==> config.mk <==
export PLATFORM = sky130hd
export DESIGN_NAME = fifo_arb_ctrl
export DESIGN_NICKNAME = d
export VERILOG_FILES = /design/src/rtl/fifo_arb_ctrl.sv
export SDC_FILE = /design/constraint.sdc
export NUM_CORES = 1
export LEC_CHECK = 0
export ABC_AREA = 1
export BUFFER_PORTS_ARGS = -buffer_cell sky130_fd_sc_hd__buf_2
export CAP_MARGIN = 20
export CORE_MARGIN = 2
export CORE_UTILIZATION = 50
export DETAILED_ROUTE_END_ITERATION = 7
export GPL_ROUTABILITY_DRIVEN = 1
export GPL_TIMING_DRIVEN = 0
export HOLD_SLACK_MARGIN = 0.12
export PLACE_DENSITY = 0.84
export SLEW_MARGIN = 10
export SYNTH_ARGS = -nofsm -noshare
export SYNTH_HDL_FRONTEND = slang
export SYNTH_SLANG_ARGS = --single-unit
==> constraint.sdc <==
create_clock -name clk -period 8.1 [get_ports clk]
set_clock_uncertainty 0.15 [all_clocks]
set_input_delay 0.81 -clock clk [delete_from_list [all_inputs] [get_ports clk]]
set_output_delay 0.81 -clock clk [all_outputs]
set_load 0.02 [all_outputs]
==> src/rtl/fifo_arb_ctrl.sv <==
// Round-robin write arbiter and occupancy tracker in front of a single FIFO.
// Define FIFO_ARB_STATS_EN to build the full-FIFO stall counter behind stall_cnt.
module fifo_arb_ctrl #(
  parameter int DATA_WIDTH = 8,
  parameter int NREQ       = 4
) (
  input  logic                       clk,
  input  logic                       reset,
  input  logic                       start,
  input  logic                       stop,
  input  logic [6:0]                 len,
  input  logic [NREQ-1:0]            req,
  input  logic [NREQ*DATA_WIDTH-1:0] req_data,
  output logic [NREQ-1:0]            gnt,
  input  logic                       rd_req,
  output logic                       rd_gnt,
  output logic                       fifo_en,
  output logic                       fifo_wr,
  output logic                       fifo_rd,
  output logic [DATA_WIDTH-1:0]      fifo_wdata,
  output logic [6:0]                 fifo_len,
  output logic                       fifo_clr,
  output logic                       busy,
  output logic                       full,
  output logic                       empty,
  output logic [7:0]                 count,
  output logic [15:0]                stall_cnt
);

  localparam int PW = (NREQ > 1) ? $clog2(NREQ) : 1;

  typedef enum logic [1:0] {IDLE, RUN, DRAIN} state_e;

  state_e          state_q, state_d;
  logic [7:0]      count_q, count_d;
  logic [7:0]      depth_q, depth_d;
  logic [PW-1:0]   rr_q, rr_d;

  logic [NREQ-1:0] gnt_c;
  logic [NREQ-1:0] mask_hi;
  logic [NREQ-1:0] pick;
  logic            rd_c;
  logic            wr_c;
  logic            wr_ok;
  logic [DATA_WIDTH-1:0] wdata_c;

  // Requests at or above the pointer take priority; otherwise wrap to the lowest set bit.
  always_comb begin
    rd_c    = !reset && (state_q != IDLE) && rd_req && (count_q != '0);
    wr_ok   = !reset && (state_q == RUN) && ((count_q < depth_q) || rd_c);
    mask_hi = '1;
    mask_hi = mask_hi << rr_q;
    pick    = ((req & mask_hi) != '0) ? (req & mask_hi) : req;
    gnt_c   = wr_ok ? (pick & ((~pick) + NREQ'(1))) : '0;
    wr_c    = (gnt_c != '0);
  end

  always_comb begin
    rr_d    = rr_q;
    wdata_c = '0;
    for (int unsigned i = 0; i < NREQ; i++) begin
      if (((gnt_c >> i) & NREQ'(1)) != '0) begin
        rr_d    = (i == NREQ - 1) ? '0 : PW'(i + 1);
        wdata_c = DATA_WIDTH'(req_data >> (i * DATA_WIDTH));
      end
    end
  end

  always_comb begin
    state_d = state_q;
    depth_d = depth_q;
    count_d = count_q;
    case ({wr_c, rd_c})
      2'b10:   count_d = count_q + 8'd1;
      2'b01:   count_d = count_q - 8'd1;
      default: count_d = count_q;
    endcase
    case (state_q)
      IDLE: begin
        if (start) begin
          depth_d = (len == 7'd0) ? 8'd128 : {1'b0, len};
          count_d = '0;
          state_d = RUN;
        end
      end
      RUN: begin
        if (stop) state_d = DRAIN;
      end
      DRAIN: begin
        if (count_d == '0) state_d = IDLE;
      end
      default: state_d = IDLE;
    endcase
  end

  always_ff @(posedge clk) begin
    if (reset) begin
      state_q <= IDLE;
      count_q <= '0;
      depth_q <= 8'd128;
      rr_q    <= '0;
    end else begin
      state_q <= state_d;
      count_q <= count_d;
      depth_q <= depth_d;
      rr_q    <= rr_d;
    end
  end

`ifdef FIFO_ARB_STATS_EN
  logic [15:0] stall_q, stall_d;

  always_comb begin
    stall_d = stall_q;
    if (state_q == IDLE && start) begin
      stall_d = '0;
    end else if (state_q == RUN && (req != '0) && !wr_c && (stall_q != '1)) begin
      stall_d = stall_q + 16'd1;
    end
  end

  always_ff @(posedge clk) begin
    if (reset) stall_q <= '0;
    else       stall_q <= stall_d;
  end

  assign stall_cnt = stall_q;
`else
  assign stall_cnt = '0;
`endif

  assign gnt        = gnt_c;
  assign rd_gnt     = rd_c;
  assign fifo_wr    = wr_c;
  assign fifo_rd    = rd_c;
  assign fifo_en    = wr_c | rd_c;
  assign fifo_wdata = wdata_c;
  assign fifo_len   = depth_q[6:0];
  assign fifo_clr   = reset | ((state_q == IDLE) & start);
  assign busy       = (state_q != IDLE);
  assign full       = (count_q == depth_q);
  assign empty      = (count_q == '0);
  assign count      = count_q;

endmodule

==> out/summary.md, run 1 <==
The hold violation total from the final report is 0. The tools report the number of remaining DRC errors as 0. The tools report the all-layer global routing usage as 0.213. The run finished with clean final reports.

The most used flip-flop cell after synthesis is sky130_fd_sc_hd__dfxtp_1. The clock latency at the later pin of the worst-skew pair was 0.26 ns; the final period demand of the worst path was 3.59 ns. Number of global-route vias before repair: 1753.

The run gives 0.198 as the sequential cell area fraction in the yosys report. In this run the horizontal extent of the chip is 67.5 um. The synthesized design contains 20 register bits. The final antenna diode count was 0; the proportion of layout cells with a drive suffix above 1 was 0.313. The site row count was 23.

The tools report the maximum clock rate as 0.278 GHz. The class of the tightest hold or removal check was flop to flop. For the initial antenna violation count, the log shows 0. The worst setup path is captured at a flop. The area added between synthesis and finish is 29.0%, and the max-slew violation count is 0. STA classifies the critical path startpoint as a flop. Setup violations remaining at the end of the flow were counted as 0. The critical path is of the flop to flop type.

Root buffer cell: sky130_fd_sc_hd__clkbuf_8. The HPWL after detailed placement is 4.04 mm. The run gives 2226 as the via total after detailed routing. The average instance in the mapped netlist occupies 6.41 um^2. Setup repair after global routing left no endpoint under its margin. For the post-CTS resize count, the log shows 0.

On the critical path, the stage with the largest delay is an instance of sky130_fd_sc_hd__dfxtp_1. The routed wire length is 4.85 mm, and the combined buffer and inverter count along the critical path is 1. The total number of H-tree levels was 1; the leakage power was 1.54 nW.

Counting tap cells, the placed design contains a total of 462 instances. Synthesis instantiated 33 different standard cells from the library. The tools report the required time reported for the critical path endpoint as 8.11 ns. Most repeated cell in the gate-level netlist after synthesis: sky130_fd_sc_hd__nand2_1. Number of clock buffers inserted by TritonCTS: 3. The startpoint identified for the worst hold timing path is depth_q[3]$_SDFFE_PP0P_.

The dominant cell type by area after synthesis is sky130_fd_sc_hd__dfxtp_1. Among the stages of the critical path, the cell type that occurs most often is sky130_fd_sc_hd__nand2_1. Global routing finished with a remaining overflow of 0.

The tools report the warning count from the yosys run as 0. Buffers placed on the I/O ports in this run total 82. The run gives 0.0579 mV as the peak supply drop. The cell area power density was 120 nW/um^2; the top-area cell type share of the netlist area was 0.198. The share of synthesized flip-flops with an asynchronous set or reset was 0; the number of cells on the worst hold path was 2. After the flow finishes, the layout carries non-filler instances totaling 466. The initial standard-cell utilization of the core is 0.512. In the synthesized netlist, the number of instances is 315. The tools report the number of sinks handled by clock tree synthesis as 20. The floorplan step defined a die boundary enclosing 4560 um^2.

The average wire length per cell after detail routing is 10.4 um. At the end of the flow, the number of nets in the layout was 482. Measured in cells, the most critical reg-to-reg path has a length of 20.

The final worst-path cycle share is 0.444. Counting the fill cells in the layout gives 383. After detailed routing, the number of vias per cell comes to 4.78. Broken down by cell family, the worst path's largest delay share belongs to simple AND/OR/NAND/NOR gates. The first TritonRoute pass finished after 4 iterations. Counting instances in the post-synthesis netlist gives the leading cell types as 82 x sky130_fd_sc_hd__nand2_1, 36 x sky130_fd_sc_hd__inv_1, 25 x sky130_fd_sc_hd__nor2_1.

The startpoint identified for the worst register-to-register timing path is count[7]$_SDFF_PP0_. The number of synthesized flops with an enable pin was 0. The post-CTS clock slew at the launch and capture registers of the worst setup and hold paths was 0.08 ns. Highest fanout seen on the critical path: 8. Tracing the worst setup path back leads to its startpoint at count[7]$_SDFF_PP0_. In this design, the stage delay of the slowest critical-path cell is 0.43 ns. Summed over all failing endpoints, the final setup total negative slack is 0 ns.

The signal arrival time at the worst endpoint is 3.61 ns. In the final layout, flip-flops and latches occupy 400 um^2. In this run the cell area of the synthesized design comes to 2020 um^2. Final weighted congestion in routability-driven placement: 0.803. The y dimension of the die was 67.5 um; the combined area of the multi-input logic cells was 1310 um^2. Entering global routing, the biggest net connects 12 pins. Buffers added to address setup during post-CTS repair amount to 0. The first routing iteration left 100 violations.

TritonCTS built the clock tree. Max-cap violations in this run came to 0. Pin placement for this block handled 99 I/O pins. The count of nets left with antenna violations once routing finished came out at 0. The logic depth of the worst setup path including buffers came out at 20. After clock tree synthesis, the flow added hold-fix buffers numbering 0.

Counting along the longest clock path gives a buffer depth of 2. The tools report the wire length of the first global-routing pass as 7.56 mm. The signal on the critical path passes through ha_1 > nand2_1 > nor2_1 > nor3_1 > nand2_1 > a21boi_2 > nand2_1 > nand2_1 > inv_1 > ha_1 > ha_1 > or2_1 > nand3_1 > nand3_1 > nand3_1 > nand2_1 > nor2_1 > nand2_1 > nand2_1 > a21oi_1. By area the synthesized netlist is led by sky130_fd_sc_hd__dfxtp_1 20%, sky130_fd_sc_hd__nand2_1 15%, sky130_fd_sc_hd__ha_1 9.9%. The total area inside the core boundary comes to 3940 um^2.
[metal layers]
metal / track usage / share of wire / up-vias / wire length, um
li1: - / - / 1194 / -
met1: 0.287 / 0.45 / 971 / 2190
met2: 0.347 / 0.48 / 54 / 2330
met3: 0.0217 / 0.049 / 7 / 240
met4: 0.0867 / 0.018 / 0 / 87
met5: 0 / 0 / - / 0
[per-stage QoR]
stage	area [um^2]	setup slack [ns]	utilization	power, mW	hold WS (ns)
global placement	2550	4.49	0.646	0.233	0.323
CTS	2600	4.50	0.660	0.313	0.342
finish	2600	4.51	0.660	0.312	0.336
detailed placement	2550	4.43	0.646	0.235	0.331
global route	2600	4.19	0.660	0.333	0.358
floorplan	2070	4.65	-	0.200	0.300
[flip-flops by register name, indices dropped and copies added (netlist names)]
register and flops:
state_q 2, count 8, rr_q 2, depth_q 8
[worst register-to-register path, stage by stage, from the launching register on]
cell and delay, ns:
sky130_fd_sc_hd__dfxtp_1 0.43, sky130_fd_sc_hd__ha_1 0.28, sky130_fd_sc_hd__nand2_1 0.12, sky130_fd_sc_hd__nor2_1 0.06, sky130_fd_sc_hd__nor3_1 0.15, sky130_fd_sc_hd__nand2_1 0.15, sky130_fd_sc_hd__a21boi_2 0.22, sky130_fd_sc_hd__nand2_1 0.11
sky130_fd_sc_hd__nand2_1 0.11, sky130_fd_sc_hd__inv_1 0.06, sky130_fd_sc_hd__ha_1 0.32, sky130_fd_sc_hd__ha_1 0.40, sky130_fd_sc_hd__or2_1 0.27, sky130_fd_sc_hd__nand3_1 0.13, sky130_fd_sc_hd__nand3_1 0.09, sky130_fd_sc_hd__nand3_1 0.11
sky130_fd_sc_hd__nand2_1 0.05, sky130_fd_sc_hd__nor2_1 0.09, sky130_fd_sc_hd__nand2_1 0.07, sky130_fd_sc_hd__nand2_1 0.06, sky130_fd_sc_hd__a21oi_1 0.06
[final cells by class]
type | count | share of cell area
clock buffer | 4 | 0.0212
sequential | 20 | 0.154
inverter | 39 | 0.0562
tap | 50 | 0.0240
buffer | 30 | 0.0841
timing repair buffer | 82 | 0.158
multi-input combinational | 241 | 0.503
[report_power, final]
group / internal (mW) / switching, mW
Sequential: 0.105 / 0.00535
Combinational: 0.0489 / 0.0745
Clock: 0.0434 / 0.0347
Total: 0.197 / 0.115
[placed cells by master, fill, tap and decap left out, drive strengths merged, types with 3 or more instances in the layout]
| cell type | synthesis | layout |
|---|---|---|
| buf | 27 | 109 |
| nand2 | 85 | 85 |
| inv | 39 | 39 |
| nor2 | 30 | 30 |
| nand3 | 25 | 25 |
| dfxtp | 20 | 20 |
| a21oi | 16 | 16 |
| nand4 | 16 | 16 |
| ha | 16 | 16 |
| conb | 1 | 16 |
| o21ai | 13 | 13 |
| nand3b | 8 | 8 |
| clkbuf | 3 | 7 |
| or2 | 4 | 4 |
| nor3 | 3 | 3 |
[final timing paths]
path                             end  slack [ns]
min reg2reg  depth_q[3]$_SDFFE_PP0P_        0.34
min          depth_q[3]$_SDFFE_PP0P_        0.34
max reg2reg  state_q[1]$_SDFFE_PP0P_        4.51
max          state_q[1]$_SDFFE_PP0P_        4.51
[cell families after synthesis]
kind of cell	count (synthesis)	synth area share
and+or+nand+nor	173	0.406
AOI/OAI and AO/OA	32	0.0905
adders and majority gates	17	0.109
other	1	0.00186
xor gates and xnor gates	3	0.0130
buffers and inverters	69	0.181
DFF	20	0.198
Power figures use the tool's default switching activity.
==> inputs of run 2 (changes only) <==
CORE_UTILIZATION = 42   (was 50)
PLACE_DENSITY = 0.75   (was 0.84)
clock period = 3.27 ns   (was 8.1 ns; I/O delays follow)
==> out/summary.md, run 2 (synthesized netlist as in run 1, its figures left out) <==
The run finished with clean final reports. The total cell area at the placement stage came out at 2560 um^2 (+0.69%). For the number of top-level pins, the log shows 99 (unchanged). The die outline area was 5380 um^2 (+18%); the number of hold buffers added after CTS was 0 (unchanged). The root buffer cell is sky130_fd_sc_hd__clkbuf_8. The proportion of total power due to net switching is 0.382 (+0.0144). Leaving out fill and tap cells, the most frequent cells in the layout are 82 x sky130_fd_sc_hd__buf_2, 74 x sky130_fd_sc_hd__nand2_1, 33 x sky130_fd_sc_hd__inv_1. The run gives 1 (unchanged) as the total number of H-tree levels. The final antenna diode count was 0 (unchanged); the area added between synthesis and finish was 45.3%. The post-DP HPWL is 4.39 mm (+8.8%). The proportion of layout cells with a drive suffix above 1 was 0.447 (+0.134). For the count of nets left with antenna violations after detail routing, the log shows 0 (unchanged). The max-slew violation count was 0 (unchanged); the register-to-register setup slack was 0.06 ns (-4.45 ns). The endpoint of the most critical register-to-register path was state_q[1]$_SDFFE_PP0P_.

The leakage power was 1.57 nW (+1.8%); the final global-route overflow total was 0 (unchanged). The post-CTS clock slew at the launch and capture registers of the worst setup and hold paths came out at 0.07 ns (about the same). The tools report the sequential share of power as 0.352 (about the same).

The worst setup path is captured at a flop. The average wire length per cell after detail routing was 12.2 um (+17%). The cell area power density was 267 nW/um^2 (+120%). The width of the die came out at 73.3 um (+8.6%). Following the worst setup path forward leads to its endpoint at state_q[1]$_SDFFE_PP0P_. Signal arrival time at the worst endpoint: 3.21 ns (-0.40 ns). The fill cell total of the finished layout was 420 (+9.7%); the y dimension of the die was 73.3 um (+8.6%). The run gives 4690 um^2 (+19%) as the area inside the core boundary. For the all-layer global routing usage, the log shows 0.187 (-0.0258).

The initial standard-cell utilization of the core was 0.430 (-0.0818); the highest fanout seen on the critical path was 8 (unchanged). The clock latency at the later pin of the worst-skew pair was 0.25 ns (about the same). The average via count per standard cell came out at 4.96 (+3.8%).

Worst setup path startpoint: count[5]$_SDFF_PP0_. For the final setup slack of the worst path, the log shows 0.0569 ns (-4.45 ns). Via total after detailed routing: 2365 (+6.2%). The run gives 25 (+8.7%) as the site row count.

For the largest net degree at the start of global routing, the log shows 11 (-1). Maximum clock rate: 0.311 GHz (+12%). The worst-case setup slack after placement is -0.151 ns (-4.58 ns). Final cell area excluding filler cells: 2930 um^2 (+13%).

The peak supply drop is 0.148 mV (+160%), and the number of clock buffers inserted by TritonCTS is 3 (unchanged). The worst-case reg-to-reg path depth was 19 (-5.0%); the initial antenna violation count was 0 (unchanged). Number of buffer cells added on primary ports: 82 (unchanged). The total net switching power was 0.299 mW (+160%); the routed wire length was 5.83 mm (+20%). Source of the worst hold timing path: reset.

The min-delay analysis places its worst path in the category primary input to flop. The final worst-path cycle share came out at 0.983 (+0.539). The hold violation total from the final report is 0 (unchanged).

The final weighted congestion in routability-driven placement was 0.876 (+9.1%). STA classifies the critical path startpoint as a flop. The worst hold slack is 0.145 ns (-0.191 ns).

The wire length of the first global-routing pass was 8.17 mm (+8.1%); the overall power was 0.782 mW (+150%). The final period demand of the worst path was 3.21 ns (-0.380 ns). The cell-internal power was 0.483 mW (+150%).

The first-pass iteration count of the detailed router was 4 (unchanged); the setup-violating endpoint count in the final report was 0 (unchanged). The worst register-to-register path begins at count[5]$_SDFF_PP0_. The number of remaining DRC errors was 0 (unchanged); the final core utilization was 0.625 (-0.0350).

The number of maximum-capacitance violations was 0 (unchanged); the required time reported for the critical path endpoint was 3.27 ns (-4.84 ns). The fraction of power consumed by the clock network was 0.201 (-0.050). The critical path in this run is classified as flop to flop. For the net count of the finished layout, the log shows 490 (+1.7%). The run gives 86 (-14%) as the DRC marker count from the first detailed-route iteration. TritonCTS built the clock tree.

The logs give 2 (unchanged) for the worst-case clock buffer depth and 0.447 (+0.051) for the combinational group share of total power. The tools report the number of sinks handled by clock tree synthesis as 20 (unchanged). The number of global-route vias before repair was 1968 (+12%). Leaving out fill and tap cells, the most frequent cell in the layout is sky130_fd_sc_hd__buf_2.
## run 2: through the flow
| stage | setup TNS [ns] | instances |
|---|---|---|
| floorplan | 0 | 330 |
| global placement | -0.0984 | 466 |
| detailed placement | -0.151 | 466 |
| CTS | 0 | 470 |
| global route | -0.0983 | 477 |
| finish | 0 | 477 |
## run 2: metal layers
metal | GRT usage | share of wire | wire length (um)
met5 | 0 | 0 | 0
met3 | 0.0178 | 0.038 | 220
met4 | 0.0545 | 0.019 | 110
met1 | 0.243 | 0.42 | 2450
met2 | 0.329 | 0.52 | 3060
## run 2: layout make-up
type,instances,area [um^2],share of cell area
Inverter,39,146,0.0499
Multi-Input combinational cell,241,1560,0.532
Buffer,30,221,0.0755
Clock buffer,3,41.3,0.0141
Sequential cell,20,424,0.145
Tap cell,54,67.6,0.0230
Timing Repair Buffer,90,470,0.160
## run 2: worst min-delay path by stage
stage	endpoint	slack, ns	depth (start not counted)
after floorplan	state_q[1]$_SDFFE_PP0P_	0.25	1
after global placement	depth_q[1]$_SDFFE_PP0P_	0.33	2
after detailed placement	depth_q[2]$_SDFFE_PP0P_	0.34	2
after CTS	state_q[1]$_SDFFE_PP0P_	0.15	2
after global routing	state_q[1]$_SDFFE_PP0P_	0.16	2
final	state_q[1]$_SDFFE_PP0P_	0.14	2
## run 2: critical path: stages, from the launching register on
cell                       delay [ns]
sky130_fd_sc_hd__dfxtp_4         0.36
sky130_fd_sc_hd__ha_4            0.24
sky130_fd_sc_hd__a21oi_2         0.14
sky130_fd_sc_hd__nor2_2          0.05
sky130_fd_sc_hd__nor3_2          0.17
sky130_fd_sc_hd__nand2_2         0.11
sky130_fd_sc_hd__a21boi_2        0.17
sky130_fd_sc_hd__nand2_2         0.08
sky130_fd_sc_hd__nand2_2         0.07
sky130_fd_sc_hd__inv_2           0.05
sky130_fd_sc_hd__ha_4            0.23
sky130_fd_sc_hd__fa_2            0.45
sky130_fd_sc_hd__xnor2_2         0.16
sky130_fd_sc_hd__o21ai_2         0.07
sky130_fd_sc_hd__nor2_1          0.16
sky130_fd_sc_hd__nand3_2         0.10
sky130_fd_sc_hd__nor2_1          0.12
sky130_fd_sc_hd__nand2_1         0.09
sky130_fd_sc_hd__nand2_2         0.08
sky130_fd_sc_hd__a21oi_2         0.04
## run 2: power by group through the flow
stage          Sequential, mW  Combinational [mW]  Clock (mW)
2_1_floorplan           0.280               0.217           0
3_3_place_gp            0.279               0.302           0
3_5_place_dp            0.280               0.308           0
4_1_cts                 0.274               0.311       0.158
5_1_grt                 0.277               0.385       0.168
6_report                0.275               0.350       0.157
## run 2: repair_timing
item,4_1_cts,5_1_grt
pin swaps,2,21
setup buffers,1,7
gates resized for setup,4,51
setup endpoints to repair,1,4
